### src/rtl/booth_pkg.sv
// Shared types and helpers for the radix-4 Booth sequential multiplier.
package booth_pkg;

    typedef enum logic [1:0] {
        IDLE = 2'd0,
        RUN  = 2'd1,
        DONE = 2'd2
    } state_t;

    // Digit selected by one radix-4 recoding step
    typedef logic [2:0] digit_t;

    localparam digit_t ZERO     = 3'd0;
    localparam digit_t PLUS_A   = 3'd1;
    localparam digit_t PLUS_2A  = 3'd2;
    localparam digit_t MINUS_A  = 3'd3;
    localparam digit_t MINUS_2A = 3'd4;

    // Number of radix-4 steps needed for WIDTH-bit operands extended by two bits
    function automatic int booth_n_iter(input int width);
        return width / 2 + 1;
    endfunction

endpackage

### src/rtl/booth_r4_encoder.sv
// Radix-4 Booth digit encoder: maps a multiplier triplet to a signed addend
// in {0, +A, +2A, -A, -2A} taken from the extended multiplicand.
module booth_r4_encoder
    import booth_pkg::*;
#(
    parameter int WIDTH = 32
) (
    input  logic [2:0]              triplet,
    input  logic signed [WIDTH+1:0] a_ext,
    output logic signed [WIDTH+2:0] addend
);

    digit_t                  sel;
    logic signed [WIDTH+2:0] a_w;

    // Recode the triplet {b[i+1], b[i], b[i-1]} into a digit
    always_comb begin
        sel = ZERO;
        case (triplet)
            3'b001, 3'b010: sel = PLUS_A;
            3'b011:         sel = PLUS_2A;
            3'b100:         sel = MINUS_2A;
            3'b101, 3'b110: sel = MINUS_A;
            default:        sel = ZERO;
        endcase
    end

    // Form the addend one bit wider than the multiplicand so 2A never overflows
    always_comb begin
        a_w    = {a_ext[WIDTH+1], a_ext};
        addend = '0;
        case (sel)
            PLUS_A:   addend = a_w;
            PLUS_2A:  addend = a_w <<< 1;
            MINUS_A:  addend = -a_w;
            MINUS_2A: addend = -(a_w <<< 1);
            default:  addend = '0;
        endcase
    end

endmodule

### src/rtl/booth_multiplier_r4.sv
// Radix-4 Booth sequential multiplier with start/busy/done handshake.
// Retires two multiplier bits per cycle; signed or unsigned per operation.
// Optional macro BOOTH_EARLY_TERM_EN: leave RUN as soon as every remaining
// digit is zero and apply the outstanding shift in one cycle.
module booth_multiplier_r4
    import booth_pkg::*;
#(
    parameter int WIDTH  = 32,
    parameter int N_ITER = booth_n_iter(WIDTH)
) (
    input  logic                 clk,
    input  logic                 reset,
    input  logic                 en,
    input  logic                 start,
    input  logic                 is_signed,
    input  logic [WIDTH-1:0]     a,
    input  logic [WIDTH-1:0]     b,
    output logic                 busy,
    output logic                 done,
    output logic [2*WIDTH-1:0]   result
);

    // Extended operand width, accumulator width, product register width
    localparam int EW = WIDTH + 2;
    localparam int AW = WIDTH + 4;
    localparam int PW = AW + EW + 1;
    localparam int CW = $clog2(N_ITER + 1);

    state_t               state, state_nxt;
    logic signed [EW-1:0] a_ext_q;
    // Layout: {accumulator[AW], multiplier[EW], pending lsb}
    logic [PW-1:0]        prod_q;
    logic [CW-1:0]        count_q;
    logic [2*WIDTH-1:0]   result_q;

    logic signed [WIDTH+2:0] addend;
    logic signed [AW-1:0]    addend_x;
    logic signed [AW-1:0]    acc_sum;
    logic signed [PW-1:0]    p_cat;
    logic signed [PW-1:0]    p_step;
    logic signed [PW-1:0]    p_final;
    logic                    last_step;
    logic                    finish;
    logic [EW-1:0]           a_load;
    logic [EW-1:0]           b_load;
    logic                    unused_bits;

    booth_r4_encoder #(
        .WIDTH (WIDTH)
    ) u_enc (
        .triplet (prod_q[2:0]),
        .a_ext   (a_ext_q),
        .addend  (addend)
    );

    // Operand extension: sign- or zero-extend by two bits
    always_comb begin
        a_load = is_signed ? {{2{a[WIDTH-1]}}, a} : {2'b00, a};
        b_load = is_signed ? {{2{b[WIDTH-1]}}, b} : {2'b00, b};
    end

    // One radix-4 step: add digit to the accumulator, then shift right by 2
    always_comb begin
        addend_x  = {addend[WIDTH+2], addend};
        acc_sum   = $signed(prod_q[PW-1:EW+1]) + addend_x;
        p_cat     = {acc_sum, prod_q[EW:0]};
        p_step    = p_cat >>> 2;
        last_step = (count_q == CW'(N_ITER - 1));
    end

`ifdef BOOTH_EARLY_TERM_EN
    logic [CW-1:0] rem;
    logic [CW:0]   shamt;
    logic [PW-1:0] mask;
    logic [PW-1:0] tail;

    // Exit once the unconsumed multiplier bits and pending lsb are uniform
    always_comb begin
        rem     = CW'(N_ITER - 1) - count_q;
        shamt   = {rem, 1'b0};
        mask    = (PW'(2) << shamt) - PW'(1);
        tail    = p_step & mask;
        finish  = last_step || (tail == '0) || (tail == mask);
        p_final = p_step >>> shamt;
    end
`else
    // Fixed latency: finish after the last step, no residual shift
    always_comb begin
        finish  = last_step;
        p_final = p_step;
    end
`endif

    assign unused_bits = ^{p_final[PW-1:2*WIDTH+1], p_final[0]};

    // State register
    always_ff @(posedge clk) begin
        if (reset) begin
            state <= IDLE;
        end else if (en) begin
            state <= state_nxt;
        end
    end

    // Next-state and handshake outputs
    always_comb begin
        state_nxt = state;
        busy      = 1'b0;
        done      = 1'b0;
        case (state)
            IDLE: begin
                if (start) state_nxt = RUN;
            end
            RUN: begin
                busy = 1'b1;
                if (finish) state_nxt = DONE;
            end
            DONE: begin
                busy      = 1'b1;
                done      = 1'b1;
                state_nxt = IDLE;
            end
            default: state_nxt = IDLE;
        endcase
    end

    // Operand latch, product iteration and result capture
    always_ff @(posedge clk) begin
        if (reset) begin
            a_ext_q  <= '0;
            prod_q   <= '0;
            count_q  <= '0;
            result_q <= '0;
        end else if (en) begin
            case (state)
                IDLE: begin
                    if (start) begin
                        a_ext_q <= a_load;
                        prod_q  <= {{AW{1'b0}}, b_load, 1'b0};
                        count_q <= '0;
                    end
                end
                RUN: begin
                    prod_q  <= p_step;
                    count_q <= count_q + 1'b1;
                    if (finish) result_q <= p_final[2*WIDTH:1];
                end
                default: ;
            endcase
        end
    end

    assign result = result_q;

endmodule

### config.mk
export PLATFORM = sky130hd
export DESIGN_NAME = booth_multiplier_r4
export DESIGN_NICKNAME = d
export VERILOG_FILES = /design/src/rtl/booth_pkg.sv /design/src/rtl/booth_r4_encoder.sv /design/src/rtl/booth_multiplier_r4.sv
export SDC_FILE = /design/constraint.sdc
export NUM_CORES = 1
export LEC_CHECK = 0
export BUFFER_PORTS_ARGS = -buffer_cell sky130_fd_sc_hd__buf_2
export CORE_MARGIN = 2
export CORE_UTILIZATION = 30
export CTS_BUF_LIST = sky130_fd_sc_hd__clkbuf_4 sky130_fd_sc_hd__clkbuf_8
export CTS_CLUSTER_SIZE = 16
export DETAILED_ROUTE_END_ITERATION = 8
export PLACE_DENSITY = 0.55
export SYNTH_ARGS = -nofsm -noshare
export SYNTH_HDL_FRONTEND = slang
export SYNTH_SLANG_ARGS = --single-unit
### constraint.sdc
create_clock -name clk -period 7.6 [get_ports clk]
set_input_delay 1.52 -clock clk [delete_from_list [all_inputs] [get_ports clk]]
set_output_delay 1.52 -clock clk [all_outputs]
set_load 0.05 [all_outputs]
[After elaboration in Yosys (flattened, before gate mapping)]
Cells that the tools add are included.
Word-level totals
  bits in registers: 176
  output and inout bits: 66
Operators by class
  $add $sub $neg: 4
  eq/ne operators: 15
  mux-type cells: 13
  reductions and logical operators: 9
Operators by type and width (count)
  $pmux W71 S2: 1
  $pmux W35 S4: 1
  $mux W71: 1
  $mux W34: 2
  $add A36 B35 Y36: 1
  $neg A34 Y35: 1
  $neg A35 Y35: 1
  $eq A3 B2 Y1 const B: 4
  $eq A3 B3 Y1 const B: 4
  $pmux W3 S4: 1
  $reduce_and A3 Y1: 4
  $pmux W5 S2: 1
  $eq A3 B1 Y1 const B: 2
  $reduce_or A2 Y1: 3
  $add A5 B1 Y5 const B: 1
  $eq A5 B5 Y1 const B: 1
  $mux W5: 1
  $mux W2: 2
  $ne A2 B2 Y1 const B: 2
  $pmux W2 S2: 1
  $eq A2 B1 Y1 const B: 1
  $eq A2 B2 Y1 const B: 1
  $logic_not A2 Y1: 1
  $mux W1: 2
  $reduce_bool A2 Y1: 1

[Longest topological paths before layout]
  depth in word-level cells: 7
  gate-level depth with buffers: 21

[Modules after synthesis]
Synthesis repeated with hierarchy kept, for this count alone.
Second synthesis, totals
  cells, all modules: 1355
  area, all modules: 10535.1 sq um
By module, submodules not included
  booth_multiplier_r4: instances 1, cells an instance 1028, area each 8408.1 sq um
  booth_r4_encoder: instances 1, cells an instance 327, area each 2127.0 sq um

[Worst setup path after synthesis]
Ideal clock, no wire load.
  path type: flip-flop to flip-flop
  from: register a_ext_q[2]
  to: register result_q[60] (netlist: result[60])
  library setup time: 0.120 ns
  arrival: 4.228 ns
  path slack: 3.252 ns
  stages on the path, launching flop included: 19
  buffers on the path: 2
  clock period less this slack: 4.348 ns
  path through: dfxtp_1 > clkbuf_1 > nor3_1 > and3b_1 > nand2b_1 > or3_1 > or3_1 > o21ai_0 > nand2_1 > o211ai_1 > ha_1 > clkbuf_1 > a21oi_1 > nand2_1 > a211oi_1 > o31ai_1 > a221oi_1 > o21ai_0 > a211o_1
On the way
  word-level cells in the longest chain between the ends: 3
  elaborated cells between the ends (all ways): 4
  classes of those cells: 3 x add/sub; 1 x mux
Ends and longest elaborated chain
  start: declaration: line booth_multiplier_r4.sv:30  | logic signed [EW-1:0] a_ext_q;
  start signal: assignment: line booth_multiplier_r4.sv:138  | a_ext_q <= a_load;
  $neg A35 Y35 or $neg A34 Y35 (tied branches): line booth_r4_encoder.sv:36, booth_r4_encoder.sv:35
  $pmux W35 S4 (*): line booth_r4_encoder.sv:32  | case (sel)
  $add A36 B35 Y36 (*): line booth_multiplier_r4.sv:65  | acc_sum = $signed(prod_q[PW-1:EW+1]) + addend_x;
  end signal: assignment: line booth_multiplier_r4.sv:146  | if (finish) result_q <= p_final[2*WIDTH:1];
  end: declaration: line booth_multiplier_r4.sv:34  | logic [2*WIDTH-1:0] result_q;
Mark *: on every way between the ends. The rest lies on a longest branch, timed or not.
A chain may end at the register's enable or synchronous reset.

[Worst setup path after layout]
  from: register a_ext_q[1]
  to: register result_q[60] (netlist: result[60])
The elaborated chain is that of the path after synthesis.

==> metrics.md <==
| Metric | Value |
|---|---|
| Core area | `32700 um2` |
| Area growth, synth to finish | `13.7%` |
| Crit share post-route | `68.6%` |
| Largest cells by area after synthesis | `dfxtp_1, nand2_1, a21oi_1` |
| Clock Skew | `0.0166 ns` |
| WL/cell | `15.8 um` |
| Clk_lat worst skew | `0.50 ns` |
| RSZ-0062 raised after global routing | `no` |
| I/O Pins | `135` |
| Crit Reg-Reg Startpoint | `a_ext_q[1]` |
| Hold Vio Cnt, Final | `0` |
| Die X-Extent | `187 um` |
| Worst-path clk slew | `0.10 ns` |
| Root Driver | `clkbuf_8` |
| Post-CTS sizing | `0` |
| Post-synthesis sequential area ratio | `34.6%` |
| Initial Utilization | `30.6%` |
| CP Max Fanout | `7` |
| Number of vias in the routed layout | `9483` |
| CTS H-Tree Depth | `4` |
| HP Start | `result[48]` |
| Synth area leader | `dfxtp_1` |
| CP arrival | `5.65 ns` |
| Drt drc | `0` |
| CTS max path bufs | `2` |
| Synth top area share | `34.6%` |
| Main combinational cell family by area after synthesis | `compound AO/OA/AOI/OAI gates` |
| DR iter-0 viols | `640` |
| Final nets | `1511` |
| Total GRT Usage | `16.7%` |
| Post-Synth Simple-Gate Area | `22.7%` |
| Filler instances | `3548` |
| CTS tree | `done` |
| Layout cell share with drive strength beyond 1 | `13.7%` |
| Endpoints failing setup | `0` |
| First-pass GRT wire length | `47.3 mm` |
| Syn Inst Count | `1332` |
| Drt pass-1 iters | `8` |
| Yosys warns | `0` |
| Max incr delay on CP | `0.64 ns` |
| Fin Setup TNS | `0 ns` |
| Status | `completed` |
| Largest net degree at the start of global routing | `88` |
| Slowest CP cell | `a221oi_1` |
| Critical Path, Cell by Cell | `inv_1 > ha_1 > nor2b_1 > and3b_1 > nand2b_1 > or3_1 > or3_1 > o21ai_0 > nand2_1 > o211ai_1 > ha_1 > a21oi_1 > nand2_1 > a211oi_1 > o31ai_1 > a221oi_1 > o21ai_0 > nor4_1 > a211o_1` |
| Count leader, synth | `nand2_1` |
| Max-cap viol count | `0` |
| Leakage | `4.65 nW` |
| Worst EP required | `8.03 ns` |
| Final ANT Viol Nets | `0` |
| Mean area per synthesized cell | `7.51 um2` |
| Die Area | `34800 um2` |
| Yosys reg bits | `173` |
| Die Height | `187 um` |
| Cell Rows | `66` |
| Port bufs | `134` |
| Synth Area in Adders | `5.33%` |
| CP delay by family, top | `compound AO/OA/AOI/OAI gates` |
| Num CTS Buffers | `17` |
| Routability-driven placement congestion ratio | `0.874` |
| Hold buffers post-CTS | `0` |
| Post-CTS setup buffers | `0` |
| Initial antenna violation count | `1` |
| Clock Sinks | `173` |
| Xor and xnor area share after synthesis | `6.03%` |
| Post-synth top cells | `nand2_1, dfxtp_1, a21oi_1` |
| Pin slew with the least headroom to its limit | `1.09 ns` |
| Vias per cell | `5.11` |
| Buf/Inv on CP | `1` |
| Hold Path Class | `flop to flop` |
| Synthesized netlist net count | `1443` |
| Count of cell types in the netlist | `58` |
| Worst setup EP type | `flop` |
| Tot Pwr | `1.94 mW` |
| VDD IR max | `0.000119 V` |
| FFs w/ async S/R, synth | `0%` |
| Slew margin rel. | `27.0%` |
| Startpoint types | `flop` |
| Setup Crit Path Kind | `flop to flop` |
| DRT Wirelength | `29.3 mm` |
| CP Launch Point | `a_ext_q[1]` |
| Tmin final | `5.21 ns` |
| HPWL after detailed placement | `20.9 mm` |
| Ys flop type | `dfxtp_1` |
| Grt ovf | `0` |
| F_max | `0.192 GHz` |
| Mux cell area share after synthesis | `3.40%` |
| Cell area after synthesis | `10000 um2` |
| Power Density | `170 nW/um2` |
| Number of global-route vias before repair | `8877` |
| Slew Viols, Final | `0` |
| EDFF count, synth | `0` |
| Compound-gate portion of the synthesized area | `23.4%` |
==> final timing paths <==
path | to | slack, ns | depth (start not counted)
min | result[48] | 0.45 | 2
max | result[60] | 2.39 | 19
max reg2reg | result[60] | 2.39 | 19
min reg2reg | result[48] | 0.45 | 2
==> tightest hold or removal path, stage by stage (launching register included) <==
cell and delay (ns):
dfxtp_1 0.32, nand2_1 0.05, a21oi_1 0.05
==> per-stage QoR <==
stage	area [um2]	util, %	hold WS (ns)	setup slack (ns)	std cells
floorplan	10000	-	0.432	3.25	1332
global placement	11000	33.5	0.440	2.61	1823
detailed placement	11000	33.5	0.444	2.41	1823
CTS	11400	34.8	0.457	2.40	1855
global route	11400	34.8	0.468	1.84	1856
finish	11400	34.8	0.454	2.39	1856
==> metal layers <==
layer | vias up | wire, um | GRT usage, %
li1 | 4800 | - | -
met1 | 4435 | 13800 | 22.0
met2 | 215 | 13500 | 27.0
met3 | 33 | 1470 | 3.55
met4 | 0 | 657 | 5.71
met5 | - | 0 | 0
==> final cells by class <==
type	count	area (um2)	share of cell area [%]
clock buffers	19	262	2.30
repair buffers	147	771	6.78
flip-flops and latches	173	3460	30.5
multi-input cells	1041	6100	53.7
inverters	20	75.1	0.660
clock inverters	13	145	1.28
well taps	442	553	4.86
diodes	1	2.50	0.0220
==> power by group <==
part | internal (mW) | total [mW] | switching, mW
logic | 0.108 | 0.296 | 0.187
clock network | 0.290 | 0.675 | 0.386
registers | 0.932 | 0.964 | 0.0321
total | 1.33 | 1.93 | 0.605
==> cell families after synthesis <==
kind of cell | Yosys count
adder cells (fa/ha/maj) | 42
XOR/XNOR | 68
AO/OA/AOI/OAI | 372
multiplexers | 34
AND/OR/NAND/NOR | 525
flip-flops | 173
buffers and inverters | 118
==> cell usage in the layout (no fill, tap or decap), drive strengths merged, types with 7 or more instances in the layout <==
cell	Yosys	layout
nand2	270	270
a22oi	31	31
nand4	12	12
dfxtp	173	173
nand3	21	21
buf	12	147
xor2	33	33
a221o	9	9
xnor2	35	35
ha	41	41
inv	20	27
or3	13	13
nor3	25	25
nor2b	8	8
clkbuf	86	19
a211oi	38	38
and3	9	9
a21oi	142	142
o21ai	65	65
nand2b	13	13
mux2i	34	34
nor2	127	127
a22o	16	16
a21o	23	23
a31oi	7	7
==> registers in the layout (all words and copies together) (netlist names) <==
name     cells
count_q      5
a_ext_q     33
prod_q      69
state        2
result      64
No activity file was read; power rests on OpenSTA's default activity.
